### src/rtl/instr_fetch.sv
// Instruction fetch stage: owns the PC, issues one memory request at a time, predicts statically
// and buffers fetched words in a circular FIFO presented to the Decoder.
module instr_fetch #(
  parameter int          QUEUE_DEPTH = 4,
  parameter logic [31:0] RESET_PC    = 32'h0
) (
  input  logic        clk,
  input  logic        rst,
  input  logic        rdy,
  output logic        mem_req,
  output logic [31:0] mem_addr,
  input  logic        mem_resp_valid,
  input  logic [31:0] mem_resp_data,
  input  logic        rob_flush,
  input  logic [31:0] rob_flush_pc,
  input  logic        Decoder_not_ready_accept,
  output logic        update_instr_valid,
  output logic [31:0] update_instr,
  output logic [31:0] update_instr_pc,
  output logic        update_instr_isjump,
  output logic [31:0] update_instr_jump_wrong_to_pc
);

  localparam int               PTR_W   = $clog2(QUEUE_DEPTH);
  localparam logic [PTR_W:0]   DEPTH_C = (PTR_W + 1)'(QUEUE_DEPTH);
  localparam logic [PTR_W:0]   CNT_ONE = (PTR_W + 1)'(1);
  localparam logic [PTR_W-1:0] PTR_ONE = (PTR_W)'(1);
  localparam logic [6:0]       OP_JAL    = 7'b1101111;
  localparam logic [6:0]       OP_BRANCH = 7'b1100011;

  typedef enum logic [1:0] {
    S_IDLE  = 2'd0,
    S_WAIT  = 2'd1,
    S_DRAIN = 2'd2
  } state_t;

  state_t            state_r;
  logic [31:0]       pc_r;
  logic              mem_req_r;
  logic [31:0]       mem_addr_r;
  logic [31:0]       q_instr_r [QUEUE_DEPTH];
  logic [31:0]       q_pc_r    [QUEUE_DEPTH];
  logic [31:0]       q_wrong_r [QUEUE_DEPTH];
  logic              q_jump_r  [QUEUE_DEPTH];
  logic [PTR_W-1:0]  head_r;
  logic [PTR_W-1:0]  tail_r;
  logic [PTR_W:0]    count_r;

  logic              pred_taken_s;
  logic [31:0]       pred_next_s;
  logic [31:0]       pred_wrong_s;
  logic              push_s;
  logic              pop_s;
  logic              issue_s;

  function automatic logic [31:0] imm_j(input logic [31:0] w);
    return {{12{w[31]}}, w[19:12], w[20], w[30:21], 1'b0};
  endfunction

  function automatic logic [31:0] imm_b(input logic [31:0] w);
    return {{20{w[31]}}, w[7], w[30:25], w[11:8], 1'b0};
  endfunction

  // Static predictor on the returning word; pc_r still holds the address of that request.
  always_comb begin
    pred_taken_s = 1'b0;
    pred_next_s  = pc_r + 32'd4;
    pred_wrong_s = pc_r + 32'd4;
    case (mem_resp_data[6:0])
      OP_JAL: begin
        pred_taken_s = 1'b1;
        pred_next_s  = pc_r + imm_j(mem_resp_data);
      end
      OP_BRANCH: begin
        if (mem_resp_data[31]) begin
          pred_taken_s = 1'b1;
          pred_next_s  = pc_r + imm_b(mem_resp_data);
        end else begin
          pred_wrong_s = pc_r + imm_b(mem_resp_data);
        end
      end
      default: begin
        pred_taken_s = 1'b0;
      end
    endcase
  end

  assign push_s  = rdy && (state_r == S_WAIT) && mem_resp_valid && !rob_flush;
  assign pop_s   = rdy && (count_r != '0) && !Decoder_not_ready_accept && !rob_flush;
  assign issue_s = (state_r == S_IDLE) && (count_r < DEPTH_C) && !rob_flush;

  // Fetch FSM, PC and registered memory request.
  always_ff @(posedge clk or negedge rst) begin
    if (!rst) begin
      state_r    <= S_IDLE;
      pc_r       <= RESET_PC;
      mem_req_r  <= 1'b0;
      mem_addr_r <= RESET_PC;
    end else if (rdy) begin
      if (rob_flush) begin
        pc_r <= rob_flush_pc;
      end else if (state_r == S_WAIT && mem_resp_valid) begin
        pc_r <= pred_next_s;
      end
      case (state_r)
        S_IDLE: begin
          if (issue_s) begin
            state_r    <= S_WAIT;
            mem_req_r  <= 1'b1;
            mem_addr_r <= pc_r;
          end
        end
        S_WAIT: begin
          if (mem_resp_valid) begin
            state_r   <= S_IDLE;
            mem_req_r <= 1'b0;
          end else if (rob_flush) begin
            state_r   <= S_DRAIN;
          end
        end
        S_DRAIN: begin
          if (mem_resp_valid) begin
            state_r   <= S_IDLE;
            mem_req_r <= 1'b0;
          end
        end
        default: begin
          state_r   <= S_IDLE;
          mem_req_r <= 1'b0;
        end
      endcase
    end
  end

  // Instruction FIFO; a flush discards everything including a same-cycle push.
  always_ff @(posedge clk or negedge rst) begin
    if (!rst) begin
      head_r  <= '0;
      tail_r  <= '0;
      count_r <= '0;
      for (int i = 0; i < QUEUE_DEPTH; i++) begin
        q_instr_r[i] <= 32'h0;
        q_pc_r[i]    <= 32'h0;
        q_wrong_r[i] <= 32'h0;
        q_jump_r[i]  <= 1'b0;
      end
    end else if (rdy) begin
      if (rob_flush) begin
        head_r  <= '0;
        tail_r  <= '0;
        count_r <= '0;
      end else begin
        if (push_s) begin
          q_instr_r[tail_r] <= mem_resp_data;
          q_pc_r[tail_r]    <= pc_r;
          q_wrong_r[tail_r] <= pred_wrong_s;
          q_jump_r[tail_r]  <= pred_taken_s;
          tail_r            <= tail_r + PTR_ONE;
        end
        if (pop_s) begin
          head_r <= head_r + PTR_ONE;
        end
        case ({push_s, pop_s})
          2'b10:   count_r <= count_r + CNT_ONE;
          2'b01:   count_r <= count_r - CNT_ONE;
          default: count_r <= count_r;
        endcase
      end
    end
  end

  assign mem_req                       = mem_req_r;
  assign mem_addr                      = mem_addr_r;
  assign update_instr_valid            = (count_r != '0);
  assign update_instr                  = q_instr_r[head_r];
  assign update_instr_pc               = q_pc_r[head_r];
  assign update_instr_isjump           = q_jump_r[head_r];
  assign update_instr_jump_wrong_to_pc = q_wrong_r[head_r];

endmodule
### config.mk
export PLATFORM = sky130hd
export DESIGN_NAME = instr_fetch
export DESIGN_NICKNAME = d
export VERILOG_FILES = /design/src/rtl/instr_fetch.sv
export SDC_FILE = /design/constraint.sdc
export NUM_CORES = 1
export LEC_CHECK = 0
export BUFFER_PORTS_ARGS = -buffer_cell sky130_fd_sc_hd__buf_4
export CORE_MARGIN = 1
export CORE_UTILIZATION = 39
export DETAILED_ROUTE_END_ITERATION = 6
export PLACE_DENSITY_LB_ADDON = 0.1
export SKIP_LAST_GASP = 1
export SYNTH_ARGS = -nofsm -noshare
export SYNTH_HDL_FRONTEND = slang
export SYNTH_SLANG_ARGS = --single-unit
### constraint.sdc
create_clock -name clk -period 7.5 [get_ports clk]
set_input_delay 0.375 -clock clk [delete_from_list [all_inputs] [get_ports clk]]
set_output_delay 0.375 -clock clk [all_outputs]
set_load 0.01 [all_outputs]
==> out/qor.txt, run 1 <==
row cnt: 91
Critical Path Max Stage Delay: 0.80 ns
critical path class: reg -> reg
Die Y: 251 um
final wirelength: 82200 um
critical path, cell by cell: ha_1, a211oi_1, o21ai_1, a2111oi_1, o22ai_1, a21oi_2, o21ai_2, xor2_1, a221oi_1, a21oi_1
Core Region: 61600 sq um
Starting Density: 39.3%
status: finished, final reports clean
sequential share of power: 36.5%
Post-synth top cells: 1047 x nand2_1, 458 x dfrtp_1, 129 x o21ai_0
Synth Instances: 2641
overall power: 11.9 mW
Fmax: 252 MHz
post-route DRC violation count: 0
Iter 0 DRT Violations: 1979
Most used DFF post-synth: dfrtp_1
final setup fails: 0
post-synth net total: 2765
Congestion Overflow GR: 0
vias in the first global route: 19700
Setup crit end kind: flop
DR WL/cell: 22.8 um
Slew headroom: 18.0%
Cell variety after synth: 82
Internal: 7.41 mW
share of layout cells above drive strength 1: 18.0%
Tmin final: 3.97 ns
fin nets: 2857
Root Buffer: clkbuf_16
number of flops mapped to enable cells by yosys: 0
H-tree levels: 2
Power Dens Cells: 422 nW/um^2
final slew viol count: 0
area share of the largest cell type after synthesis: 47.3%
Hold/Removal Path Class: in -> reg
leading area contributor after synthesis: dfrtp_1
WP data required: 7.97 ns
Worst-Margin Slew: 1.22 ns
skew final: 0.0217 ns
Final period util: 53.0%
initial antenna violation count: 1
Synth Cell Area: 24200 sq um
max_cap viols: 0
R2R setup slack: 3.53 ns
CTS buffer count: 53
final hold vios: 0
I/O pin cnt: 201
Net Switching: 4.51 mW
Worst-path clk slew: 0.06 ns
most frequent cell after synthesis: nand2_1
Logic pwr share: 40.8%
Mapped Avg Cell Area: 9.17 sq um
sequential area share after synthesis: 47.3%
vias per cell: 5.52
Placer Congestion: 0.977
HPWL after detailed placement: 52900 um
largest net degree at the start of global routing: 175
Yosys warning count: 0
Post-DRT Antenna Nets: 0
Total Routing Usage GR: 26.2%
Syn-to-layout area delta: 16.4%
Synth Register Bits: 458
RSZ-0062 raised after global routing: false
startpoint class of the critical path: flop
CTS sink cnt: 458
first-pass GRT wire length: 125000 um
CTS max path bufs: 3
Clk pwr share: 22.7%
Setup TNS Final: 0 ns
CTS tree: yes
Leak: 13.5 nW
async set-reset flop share out of synthesis: 100%
data arrival time of the worst path: 4.45 ns
Sw Share: 37.8%
via count: 19900
Hold Path Cell Cnt: 3
top post-synthesis cells by area: dfrtp_1 47%, nand2_1 16%, mux4_2 8.9%, o21ai_0 2.7%, ha_1 2.6%
clock latency at the later pin of the worst-skew pair: 0.62 ns
Chip Width: 251 um
Worst VDD drop: 0.232 mV
DR pass1 iterations: 5
slowest CP cell: dfrtp_1
n_diodes: 0
critical path fanouts, max: 16
die area: 63100 sq um
Post CTS Setup Buffer Count: 0
Worst Reg-to-Reg Cells: 10
PortBufs: 200
==> sequential cells by signal, indices dropped and copies added, names as in the netlist <==
name,cells
q_wrong_r,124
mem_addr,32
tail_r,2
q_pc_r,128
state_r,2
pc_r,32
q_instr_r,128
q_jump_r,4
count_r,3
mem_req,1
head_r,2
==> power by group through the flow <==
stage | clock [mW] | combinational [mW] | sequential (mW)
2_1_floorplan | 0 | 3.25 | 3.97
3_3_place_gp | 0 | 4.80 | 4.33
3_5_place_dp | 0 | 4.86 | 4.37
4_1_cts | 2.77 | 4.89 | 4.34
5_1_grt | 2.86 | 5.31 | 4.48
6_report | 2.71 | 4.86 | 4.35
==> timing repair <==
item                                   CTS  global route
hold buffers                            12             0
resized for setup                        0             0
endpoints found under the hold margin   93             0
==> path summary, 6_finish.rpt <==
kind                             startpoint             to
setup / recovery                    pc_r[2]       pc_r[22]
hold / removal             mem_resp_data[5]  q_instr_r[69]
setup reg to reg                    pc_r[2]       pc_r[22]
hold reg to reg               q_instr_r[11]  q_instr_r[11]
max in group asynchronous               rst       pc_r[15]
min in group asynchronous               rst  q_instr_r[74]
==> routing by layer <==
layer  vias up  wire length [um]  share of wire (%)  track usage [%]
li1       9110                 -                  -                -
met1     10000             37400                 46             37.6
met2       677             37800                 46             41.1
met3       105              5280                6.4             4.64
met4         0              1700                2.1             6.55
met5         -                 0                  0                0
==> critical path, delay by kind of cell, from the launching register on <==
kind | cells | cell delay [ns]
compound gates | 8 | 2.48
xor+xnor | 1 | 0.18
fa+ha+maj | 1 | 0.37
flops | 1 | 0.80
==> metrics by stage <==
stage,instances,instance area (sq um),setup WS (ns),util [%],hold slack [ns]
3_5_place_dp,3503,26300,3.67,42.7,0.346
6_report,3611,28200,3.53,45.8,0.0287
2_1_floorplan,2641,24200,4.75,-,0.0794
3_3_place_gp,3503,26300,3.66,42.7,0.343
5_1_grt,3611,28200,3.43,45.8,0.0236
4_1_cts,3611,28200,3.63,45.8,0.00402
==> layout by cell type (no fill, tap or decap), drive strengths merged, types with 21 or more instances in the layout <==
cell,instances
nand2,1048
dfrtp,458
buf,220
o21ai,145
a21oi,109
mux4,96
nor2,88
clkbuf,75
mux2,54
ha,51
xor2,39
xnor2,37
nand3,32
a21o,29
inv,21
==> cell families (layout without fill, tap and decap cells) <==
logic type | after synthesis | count (layout) | share of synthesized area, %
simple gates | 1277 | 1277 | 21.5
mux | 158 | 158 | 11.8
xor+xnor | 76 | 76 | 2.75
flops | 458 | 458 | 47.3
buf+inv | 212 | 345 | 3.59
compound gates | 406 | 406 | 10.3
fa+ha+maj | 54 | 54 | 2.88
==> final cells by class <==
class	count	area, sq um
multi-input combinational	1971	12000
clock buffer	75	1550
fill	5919	33400
inverter	17	63.8
clock inverter	21	268
sequential	458	11500
tap	837	1050
timing repair buffer	232	1800
Note: power is estimated with default switching activity, not from simulation.
==> run 2, diff against run 1 <==
--- a/config.mk
+++ b/config.mk
@@ -5,6 +5,7 @@
 export SDC_FILE = /design/constraint.sdc
 export NUM_CORES = 1
 export LEC_CHECK = 0
+export ABC_AREA = 1
 export BUFFER_PORTS_ARGS = -buffer_cell sky130_fd_sc_hd__buf_4
 export CORE_MARGIN = 1
 export CORE_UTILIZATION = 39
==> constraint.sdc (replaced) <==
create_clock -name clk -period 3.76 [get_ports clk]
set_input_delay 0.188 -clock clk [delete_from_list [all_inputs] [get_ports clk]]
set_output_delay 0.188 -clock clk [all_outputs]
set_load 0.01 [all_outputs]
==> out/qor.txt, run 2 <==
Min-Delay Startpoint: rob_flush_pc[24] (was mem_resp_data[5])
fin nets: 3663 (was 2857)
Die Y: 254 um (was 251 um)
sequential area share after synthesis: 46.2% (was 47.3%)
CTS tree: yes (unchanged)
most frequent cell after synthesis: nand2_1 (unchanged)
reg2reg start: pc_r[2] (unchanged)
Setup TNS Final: 0 ns (unchanged)
Root Buffer: clkbuf_16 (unchanged)
Hold/Removal Path Class: in -> reg (unchanged)
RSZ-0062 raised after global routing: false (unchanged)
top post-synthesis cells by area: dfrtp_1 46%, nand2_1 16%, o21ai_0 11%, nor2_1 5.0%, nand3_1 3.8% (was dfrtp_1 47%, nand2_1 16%, mux4_2 8.9%, o21ai_0 2.7%, ha_1 2.6%)
Hold Path Cell Cnt: 5 (was 3)
Worst VDD drop: 0.622 mV (was 0.232 mV)
Synth Register Bits: 458 (unchanged)
I/O pin cnt: 201 (unchanged)
Worst Reg-to-Reg Cells: 10 (unchanged)
Post CTS Setup Buffer Count: 0 (unchanged)
Worst-path clk slew: 0.07 ns (was 0.06 ns)
Syn-to-layout area delta: 19.0% (was 16.4%)
met3 global-route usage: 4.15% (was 4.64%)
Setup crit end kind: flop (unchanged)
Tmin final: 3.08 ns (was 3.97 ns)
Synth Instances: 3360 (was 2641)
Storage cell area: 11500 sq um (about the same)
critical path fanouts, max: 11 (was 16)
Fmax: 325 MHz (was 252 MHz)
r2r endpoint: pc_r[14] (was pc_r[22])
H-tree levels: 2 (unchanged)
async set-reset flop share out of synthesis: 100% (unchanged)
Most used DFF post-synth: dfrtp_1 (unchanged)
Yosys warning count: 0 (unchanged)
final setup fails: 0 (unchanged)
Post-synth top cells: 1032 x nand2_1, 563 x o21ai_0, 458 x dfrtp_1 (was 1047 x nand2_1, 458 x dfrtp_1, 129 x o21ai_0)
Iter 0 DRT Violations: 2596 (was 1979)
post-route DRC violation count: 0 (unchanged)
GRT met2 Usage: 49.7% (was 41.1%)
overall power: 20.5 mW (was 11.9 mW)
DR pass1 iterations: 6 (was 5)
Crit. Startpoint: pc_r[2] (unchanged)
Worst-Margin Slew: 0.996 ns (was 1.22 ns)
clock latency at the later pin of the worst-skew pair: 0.62 ns (about the same)
Leak: 14.8 nW (was 13.5 nW)
Post-DRT Antenna Nets: 0 (unchanged)
post-synth net total: 3484 (was 2765)
Total Routing Usage GR: 31.3% (was 26.2%)
Final period util: 81.9% (was 53.0%)
final slew viol count: 0 (unchanged)
Filler Cell Count: 6401 (was 5919)
number of flops mapped to enable cells by yosys: 0 (unchanged)
Cell variety after synth: 46 (was 82)
CTS buffer count: 52 (was 53)
R2R setup slack: 0.68 ns (was 3.53 ns)
max_cap viols: 0 (unchanged)
data arrival time of the worst path: 3.57 ns (was 4.45 ns)
critical path class: reg -> reg (unchanged)
area of the multi-input gates: 11800 sq um (was 12000 sq um)
Chip Width: 254 um (was 251 um)
grt peak-use layer: met2 (unchanged)
Mapped Avg Cell Area: 7.38 sq um (was 9.17 sq um)
Synth Cell Area: 24800 sq um (was 24200 sq um)
post-CTS sizing: 0 (unchanged)
Power Dens Cells: 693 nW/um^2 (was 422 nW/um^2)
skew final: 0.0237 ns (was 0.0217 ns)
share of layout cells above drive strength 1: 10.4% (was 18.0%)
via count: 24400 (was 19900)
DR WL/cell: 23.0 um (was 22.8 um)
met1 usage: 44.7% (was 37.6%)
area share of the largest cell type after synthesis: 46.2% (was 47.3%)
Core Region: 63000 sq um (was 61600 sq um)
row cnt: 92 (was 91)
Slew headroom: 33.6% (was 18.0%)
PortBufs: 200 (unchanged)
HPWL after detailed placement: 71000 um (was 52900 um)
leading area contributor after synthesis: dfrtp_1 (unchanged)
vias per cell: 5.52 (about the same)
first-pass GRT wire length: 150000 um (was 125000 um)
startpoint class of the critical path: flop (unchanged)
n_diodes: 0 (unchanged)
final wirelength: 102000 um (was 82200 um)
CTS max path bufs: 3 (unchanged)
vias in the first global route: 23200 (was 19700)
Placer Congestion: 1.09 (was 0.977)
die area: 64600 sq um (was 63100 sq um)
WP data required: 4.25 ns (was 7.97 ns)
most common cell after layout, fill and taps aside: nand2_1 (unchanged)
Starting Density: 39.4% (was 39.3%)
largest net degree at the start of global routing: 194 (was 175)
final hold vios: 0 (unchanged)
initial antenna violation count: 3 (was 1)
Congestion Overflow GR: 0 (unchanged)
most frequent cells in the layout: 1032 x nand2_1, 563 x o21ai_0, 456 x dfrtp_1 (was 1043 x nand2_1, 456 x dfrtp_1, 217 x buf_4)
worst hold path endpoint: pc_r[24] (was q_instr_r[69])
status: finished, final reports clean (unchanged)
CTS sink cnt: 458 (unchanged)
biggest regs: q_instr_r: 128 flops, q_pc_r: 128 flops, q_wrong_r: 124 flops (unchanged)
[run 2: cell types whose count changed in the layout (fill, tap and decap cells not counted), moves of 28 or more]
cell           delta
nor2_1          +246
dlygate4sd3_1    +50
xnor2_1          -31
a21o_1           -28
mux4_2           -96
inv_1           +187
a21oi_1          -34
mux2_2           -53
o21ai_0         +434
o22ai_1          +93
nand3_1         +155
[run 2: worst max-delay path, stage by stage, from the launching register on]
cell	delay, ns
dfrtp_1	0.75
ha_1	0.50
nand3_1	0.37
nor2_1	0.18
nand2_1	0.18
inv_1	0.20
nand3_1	0.14
a31oi_1	0.29
o211ai_1	0.18
nand2_1	0.10
nand2_1	0.06
[run 2: worst max path at each step]
| stage | slack [ns] | endpoint | cells after the start |
|---|---|---|---|
| 2_1_floorplan | 1.68 | pc_r[15] | 13 |
| 3_3_place_gp | 0.70 | pc_r[14] | 10 |
| 3_5_place_dp | 0.71 | pc_r[25] | 12 |
| 4_1_cts | 0.74 | q_wrong_r[54] | 7 |
| 5_1_grt | 0.57 | pc_r[14] | 10 |
| 6_report | 0.68 | pc_r[14] | 10 |
[run 2: cell type report]
cell class,count,share of cell area (%)
Multi-Input combinational cell,2507,40.0
Sequential cell,458,38.9
Timing Repair Buffer,300,8.65
Clock buffer,81,5.40
Tap cell,846,3.59
Inverter,220,2.82
Clock inverter,16,0.653
[run 2: per-stage QoR]
step	std cells	util, %	hold slack [ns]	instance area, sq um	worst slack, ns
after floorplan	3360	-	-0.108	24800	1.68
after global placement	4269	43.0	0.311	27100	0.701
after detailed placement	4269	43.0	0.315	27100	0.712
after CTS	4428	46.8	0.00125	29500	0.742
after global routing	4428	46.8	0.0304	29500	0.569
final	4428	46.8	0.0301	29500	0.681
[run 2: kinds of logic (layout without fill, tap and decap cells)]
group                    Yosys count  count (layout)  synth area share, %
AND/OR/NAND/NOR                 1628            1628                 26.5
AO/OA/AOI/OAI                    792             792                 16.9
flip-flops                       458             458                 46.2
buffers and inverters            395             617                 6.40
adder cells (fa/ha/maj)           54              54                 2.82
XOR/XNOR                          32              32                 1.13
multiplexers                       1               1               0.0404
[run 2: metal layers]
| layer | vias to the layer above | share of wire, % |
|---|---|---|
| met5 | - | 0.0098 |
| met4 | 2 | 2.5 |
| met3 | 115 | 6.1 |
| met2 | 820 | 46 |
| met1 | 12100 | 46 |
| li1 | 11400 | - |
[run 2: power breakdown]
part	internal [mW]	switching, mW
clock	3.13	2.17
sequential	6.29	0.899
combinational	2.89	5.07
[run 2: repair_timing]
item,in CTS,in global routing
hold endpoints to repair,241,0
setup endpoints to repair,0,0
hold buffers,62,0
